<file path="src/rtl/register_file.sv">
// 8-entry register file for the single-cycle MCU datapath: two combinational read
// ports (A-bus, B-mux), one synchronous write port from bus_D, plus write statistics.
module register_file #(
  parameter int DATA_WIDTH = 8,
  parameter int ADDR_WIDTH = 3,
  parameter bit BYPASS     = 1'b0,
  parameter bit ZERO_R0    = 1'b0
) (
  input  logic                  clk,
  input  logic                  reset,
  input  logic                  RW,
  input  logic [ADDR_WIDTH-1:0] DA,
  input  logic [ADDR_WIDTH-1:0] AA,
  input  logic [ADDR_WIDTH-1:0] BA,
  input  logic [DATA_WIDTH-1:0] D_data,
  output logic [DATA_WIDTH-1:0] registerA,
  output logic [DATA_WIDTH-1:0] registerB,
  output logic [ADDR_WIDTH-1:0] last_write_addr,
  output logic [7:0]            write_count
);

  localparam int DEPTH = 1 << ADDR_WIDTH;

  logic [DATA_WIDTH-1:0] regs_q [DEPTH];
  logic [DATA_WIDTH-1:0] regs_d [DEPTH];
  logic [ADDR_WIDTH-1:0] last_write_addr_q, last_write_addr_d;
  logic [7:0]            write_count_q, write_count_d;
  logic                  dest_is_zero;
  logic                  write_commit;

  // A write to a hardwired R0 is discarded entirely, including its statistics.
  assign dest_is_zero = (DA == '0);
  assign write_commit = RW && !(ZERO_R0 && dest_is_zero);

  always_comb begin
    for (int i = 0; i < DEPTH; i++) begin
      regs_d[i] = regs_q[i];
      if (write_commit && (DA == ADDR_WIDTH'(i))) begin
        regs_d[i] = D_data;
      end
    end
    last_write_addr_d = last_write_addr_q;
    write_count_d     = write_count_q;
    if (write_commit) begin
      last_write_addr_d = DA;
      write_count_d     = write_count_q + 8'd1;
    end
  end

  always_ff @(posedge clk) begin
    if (reset) begin
      for (int i = 0; i < DEPTH; i++) begin
        regs_q[i] <= '0;
      end
      last_write_addr_q <= '0;
      write_count_q     <= '0;
    end else begin
      for (int i = 0; i < DEPTH; i++) begin
        regs_q[i] <= regs_d[i];
      end
      last_write_addr_q <= last_write_addr_d;
      write_count_q     <= write_count_d;
    end
  end

  // Bypass only applies to committed writes, so a hardwired R0 still reads 0.
  function automatic logic [DATA_WIDTH-1:0] read_port(input logic [ADDR_WIDTH-1:0] addr);
    logic [DATA_WIDTH-1:0] value;
    value = regs_q[addr];
    if (BYPASS && write_commit && (DA == addr)) begin
      value = D_data;
    end
    if (ZERO_R0 && (addr == '0)) begin
      value = '0;
    end
    return value;
  endfunction

  always_comb begin
    registerA = read_port(AA);
    registerB = read_port(BA);
  end

  assign last_write_addr = last_write_addr_q;
  assign write_count     = write_count_q;

endmodule

</file>
<file path="config.mk">
export PLATFORM = sky130hd
export DESIGN_NAME = register_file
export DESIGN_NICKNAME = d
export VERILOG_FILES = /design/src/rtl/register_file.sv
export SDC_FILE = /design/constraint.sdc
export NUM_CORES = 1
export LEC_CHECK = 0
export BUFFER_PORTS_ARGS = -buffer_cell sky130_fd_sc_hd__buf_2
export CAP_MARGIN = 20
export CORE_ASPECT_RATIO = 0.5
export CORE_MARGIN = 4
export CORE_UTILIZATION = 30
export CTS_BUF_LIST = sky130_fd_sc_hd__clkbuf_16
export DETAILED_ROUTE_END_ITERATION = 10
export SLEW_MARGIN = 5
export SYNTH_ARGS = -nofsm -noshare
export SYNTH_HDL_FRONTEND = slang
export SYNTH_SLANG_ARGS = --single-unit
</file>
<file path="constraint.sdc">
create_clock -name clk -period 1.7 [get_ports clk]
set_clock_uncertainty 0.05 [all_clocks]
set_input_delay 0 -clock clk [delete_from_list [all_inputs] [get_ports clk]]
set_output_delay 0 -clock clk [all_outputs]
set_load 0.02 [all_outputs]
</file>
==> results of run 1 <==
## per-layer routing
| layer | part of all wire (%) | up-vias |
|---|---|---|
| met5 | 0 | - |
| met4 | 1.2 | 0 |
| met3 | 9.3 | 10 |
| met2 | 48 | 93 |
| met1 | 41 | 1194 |
| li1 | - | 1065 |
## cell families (layout without fill, tap and decap cells)
logic type                 after synthesis  count (layout)
and+or+nand+nor                         89              89
DFF                                     75              75
muxes                                   52              52
buffers and inverters                   25              84
AOI/OAI and AO/OA                        8               8
xor gates and xnor gates                 4               4
adders and majority gates                1               1
## sequential cells by signal, indices dropped and copies added, names as in the netlist
name	flops
last_write_addr	3
regs_q	64
write_count	8
## cells in the final DEF (no fill, tap or decap), types with 3 or more instances in the layout
cell type      instances
a21oi_1                3
buf_2                 31
buf_4                  8
buf_6                 15
clkbuf_16              9
dfxtp_1               11
dlygate4sd3_1          3
edfxtp_1              64
inv_1                  9
mux2_2                 5
mux2_4                11
mux2i_1                4
mux4_2                32
nand2_1                4
nand2b_1              13
nand3_1                6
nand4_1                3
nor2_1                57
o21ai_0                3
or3_1                  3
xor2_1                 3
## what timing repair did
item	in CTS	in global routing
endpoints found under the hold margin	3	0
resized for setup	60	11
hold buffers	3	0
endpoints found under the setup margin	16	24
## report_power, final
group / internal, mW / total (mW) / switching (mW)
logic: 0.381 / 0.741 / 0.360
registers: 2.13 / 2.19 / 0.0670
clock network: 1.01 / 1.81 / 0.791
total: 3.52 / 4.74 / 1.22
## cell type report
cell class,instances,area [um2]
Multi-Input combinational cell,154,1479
Timing Repair Buffer,59,454.2
Fill cell,1142,7555
Sequential cell,75,2142
Tap cell,165,206.4
Inverter,9,33.78
Clock inverter,7,61.31
Clock buffer,9,225.2
## through the flow
step	util [%]	worst slack (ps)	setup TNS, ps
3_5_place_dp	35.01	271.7	0
5_1_grt	37.86	-52.45	-562.2
6_report	37.86	-17.73	-32.22
3_3_place_gp	35.01	280.6	0
2_1_floorplan	-	331.7	0
4_1_cts	37.79	-36.56	-156.1
## worst max-delay path by stage
stage,start,endpoint,slack (ps),cells past startpoint
after floorplan,write_count[0]$_SDFFE_PP0P_,write_count[6]$_SDFFE_PP0P_,330,4
after global placement,regs_q[3][4]$_SDFFCE_PN0P_,registerA[4],280,3
after detailed placement,regs_q[3][4]$_SDFFCE_PN0P_,registerB[4],270,3
after CTS,regs_q[1][0]$_SDFFCE_PN0P_,registerB[0],-40,3
after global routing,regs_q[5][6]$_SDFFCE_PN0P_,registerB[6],-50,3
final,regs_q[2][4]$_SDFFCE_PN0P_,registerB[4],-20,3
## worst max-delay path, cell delays in order, from the launching register on
cell and delay (ps):
edfxtp_1 420, mux4_2 500, mux2_4 280, buf_6 130
==> summary.txt, run 1 <==
run status: finished with violations
failing checks: negative setup slack
DP Area: 4257 um2
Crit path arrival time: 1670 ps
Final ANT Viol Nets: 0
Slew HR: 60.10%
M1 GR Usage: 17.50%
Cells after DPL: 459
CP Capture Type: output pin
NumNets Final: 329
Critical Path Start Type: flop
CTS tree: built
max_cap viols: 0
met3 Track Usage GR: 4.463%
crit path kind: flop to output pin
RSZ-0062 raised after global routing: yes
post-synthesis mux area share: 27.40%
number of CTS-inserted buffers: 9
Worst Tran Pin Value: 598.6 ps
mapped cell area: 3831 um2
syn nets: 275
H-Tree Depth: 3
clk buf depth: 2
worst-path fanout max: 2
Iter 0 DRT Violations: 174
largest family of logic cells by synthesized area: multiplexers
flop2flop setup slack: 370 ps
Post-synth top cells: 64 x edfxtp_1, 57 x nor2_1, 29 x mux4_1
first-pass GRT wire length: 14660 um
#FFs+latches synth: 75
routed via count: 2362
die area: 14750 um2
register area share after synthesis: 55.91%
Final Max Tran Viols: 0
Die Width: 167.8 um
Pre-antenna DRT Iters: 4
GRT Residual Overflow: 0
Initial Utilization: 31.52%
Synth Area in Adders: 0.3266%
worst reg2reg path depth: 4
worst-skew pair later-pin latency: 340 ps
R2R Path End: write_count[6]$_SDFFE_PP0P_
fraction of layout cells with a size suffix above 1: 38.66%
GRT met2 Usage: 21.91%
Syn Inst Count: 254
routed wire length: 9310 um
pwr dens: 1030 nW/um2
Hold Path End: regs_q[6][6]$_DFFE_PP_
Setup Buffers After CTS: 0
Synth area leader: edfxtp_1
Final Setup Violations: 3
clock slew at reported path FFs: 60 ps
Syn Area/Cell: 15.08 um2
num ports: 47
top cells by area, synth: edfxtp_1 50%, mux4_1 20%, dfxtp_1 5.7%
Final Cycle Share: 101.0%
Most used DFF post-synth: edfxtp_1
clk sink count: 75
Max IR drop VDD: 525.2 uV
Avg WL per Cell: 19.48 um
Max Fclk: 0.5822 GHz
static leakage: 1.723 nW
Final WS setup: -17.73 ps
Die Ht: 87.91 um
fin area: 4602 um2
minimum hold slack: 51.28 ps
Worst R2R Start: write_count[0]$_SDFFE_PP0P_
Final Hold Fails: 0
simple-gate share of the synthesized area: 10.35%
FFs w/ async S/R, synth: 0%
core footprint: 12160 um2
Post-synth EDFFs: 64
count leader, synth: edfxtp_1
Period minus WS final: 1718 ps
Hold Startpoint: D_data[6]
total track usage: 13.46%
root buffer cell: clkbuf_16
share of the synthesized area in the top cell type: 50.16%
GP Congestion: 0.7867
Synth Area in XOR/XNOR: 0.9144%
Area growth, synth to finish: 20.12%
vias in the first global route: 2519
Min-Delay Path Class: primary input to flop
largest net degree at the start of global routing: 18
Compound-Gate Fraction of Synth Area: 1.306%
Final HPWL DP: 6563 um
drt drc: 0
post-route insts no fill: 478
DR vias/cell: 4.941
Worst EP required: 1650 ps
synth unique cells: 25
final total power: 4.741 mW
worst hold stages: 3
row count: 28
diode count: 0
PortBufs: 46
Syn. warnings: 0
GR peak layer: met2
initial antenna violation count: 0
Power figures use the tool's default switching activity.
==> run 2, diff against run 1 <==
REMOVE_ABC_BUFFERS = 1   (was unset)
==> summary.txt, run 2 (synthesis results as in run 1) <==
clk buf depth: 2 (unchanged)
Final Hold Fails: 0 (unchanged)
max FFs per register: 64 (unchanged)
root buffer cell: clkbuf_16 (unchanged)
CTS tree: built (unchanged)
Period minus WS final: 1694 ps (was 1718 ps)
Final Cycle Share: 99.62% (was 101.0%)
clock slew at reported path FFs: 60 ps (about the same)
NumNets Final: 334 (was 329)
Min-Delay Path Class: primary input to flop (unchanged)
Final HPWL DP: 5919 um (was 6563 um)
crit-path cells: mux4_2 > mux2_4 > buf_6 (unchanged)
Crit-path slowest cell: mux4_2 (unchanged)
Max Fclk: 0.5905 GHz (was 0.5822 GHz)
largest net degree at the start of global routing: 17 (was 18)
GP Congestion: 0.7357 (was 0.7867)
DR vias/cell: 4.810 (was 4.941)
clk sink count: 75 (unchanged)
worst slack, placed: 296.9 ps (was 271.7 ps)
most common cell after layout, fill and taps aside: edfxtp_1 (unchanged)
Worst R2R Start: write_count[0]$_SDFFE_PP0P_ (unchanged)
Die Width: 167.8 um (unchanged)
row count: 28 (unchanged)
DP Area: 4294 um2 (was 4257 um2)
Crit path arrival time: 1640 ps (was 1670 ps)
Final Setup Violations: 0 (was 3)
pwr dens: 1030 nW/um2 (about the same)
RSZ-0062 raised after global routing: yes (unchanged)
worst hold stages: 3 (unchanged)
Area growth, synth to finish: 21.72% (was 20.12%)
Final WS setup: 6.391 ps (was -17.73 ps)
Post-Route Utilization: 38.36% (was 37.86%)
Hold Startpoint: D_data[0] (was D_data[6])
PortBufs: 46 (unchanged)
worst setup path startpoint: regs_q[5][7]$_SDFFCE_PN0P_ (was regs_q[2][4]$_SDFFCE_PN0P_)
flop2flop setup slack: 400 ps (was 370 ps)
routed via count: 2323 (was 2362)
most frequent cells in the layout: 64 x edfxtp_1, 57 x nor2_1, 32 x mux4_2 (unchanged)
GRT Residual Overflow: 0 (unchanged)
Avg WL per Cell: 18.57 um (was 19.48 um)
diode count: 0 (unchanged)
max_cap viols: 0 (unchanged)
first-pass GRT wire length: 13780 um (was 14660 um)
worst reg2reg path depth: 4 (unchanged)
critical path's largest stage delay: 500 ps (about the same)
Setup Buffers After CTS: 0 (unchanged)
Worst EP required: 1650 ps (about the same)
final total power: 4.804 mW (was 4.741 mW)
Die Ht: 87.91 um (unchanged)
worst-skew pair later-pin latency: 330 ps (was 340 ps)
die area: 14750 um2 (unchanged)
initial antenna violation count: 0 (unchanged)
Final ANT Viol Nets: 0 (unchanged)
worst-path fanout max: 2 (unchanged)
core footprint: 12160 um2 (unchanged)
num ports: 47 (unchanged)
total track usage: 12.71% (was 13.46%)
Final Max Tran Viols: 0 (unchanged)
fraction of layout cells with a size suffix above 1: 38.99% (was 38.66%)
Slew HR: 67.47% (was 60.10%)
CP Capture Type: output pin (unchanged)
Initial Utilization: 31.52% (unchanged)
fin area: 4663 um2 (was 4602 um2)
crit path kind: flop to output pin (unchanged)
drt drc: 0 (unchanged)
routed wire length: 8968 um (was 9310 um)
Worst Tran Pin Value: 487.9 ps (was 598.6 ps)
R2R Path End: write_count[6]$_SDFFE_PP0P_ (unchanged)
run status: finished clean (was finished with violations)
vias in the first global route: 2466 (was 2519)
static leakage: 1.753 nW (was 1.723 nW)
Hold Path End: regs_q[7][0]$_DFFE_PP_ (was regs_q[6][6]$_DFFE_PP_)
Iter 0 DRT Violations: 149 (was 174)
Critical Path Start Type: flop (unchanged)
Max IR drop VDD: 658.5 uV (was 525.2 uV)
Pre-antenna DRT Iters: 4 (unchanged)
minimum hold slack: 53.67 ps (was 51.28 ps)
number of CTS-inserted buffers: 9 (unchanged)
Reg with most FFs: regs_q (unchanged)
H-Tree Depth: 3 (unchanged)
-- run 2: timing repair --
action / in CTS / in global routing
gates cloned: 0 / 0
hold buffers: 3 / 0
hold endpoints to repair: 3 / 0
setup endpoints to repair: 16 / 16
resized for setup: 27 / 48
-- run 2: worst max-delay path by stage --
| stage | endpoint | cells after the start |
|---|---|---|
| floorplan | write_count[6]$_SDFFE_PP0P_ | 4 |
| global placement | registerB[7] | 3 |
| detailed placement | registerB[7] | 3 |
| CTS | registerB[3] | 3 |
| global route | registerA[0] | 3 |
| finish | registerB[7] | 3 |
-- run 2: report_power, final --
part | total, mW | switching (mW) | leakage [nW] | internal, mW
Sequential | 2.19 | 0.0599 | 0.710 | 2.13
Clock | 1.86 | 0.723 | 0.136 | 1.14
Combinational | 0.756 | 0.358 | 0.908 | 0.398
Total | 4.80 | 1.14 | 1.75 | 3.66
-- run 2: layout make-up --
cell class | count | area [um2]
clock inverters | 7 | 73.82
well taps | 165 | 206.4
inverters | 9 | 33.78
repair buffers | 64 | 498.0
clock buffers | 9 | 225.2
flip-flops and latches | 75 | 2142
multi-input cells | 154 | 1484
fillers | 1141 | 7493
-- run 2: through the flow --
stage | cells | TNS (ps)
after floorplan | 238 | 0
after global placement | 464 | 0
after detailed placement | 464 | 0
after CTS | 483 | -139.9
after global routing | 483 | -239.8
final | 483 | 0
-- run 2: critical path, delay by kind of cell, from the launching register on --
kind,cells,cell delay [ps]
DFF,1,380
muxes,2,800
buffers and inverters,1,140
-- run 2: per-layer routing --
metal	global-route usage, %	part of all wire (%)	up-vias
li1	-	-	1078
met1	16.88	42	1152
met2	20.96	49	74
met3	2.795	6.6	19
met4	4.418	2.1	0
met5	0	0	-
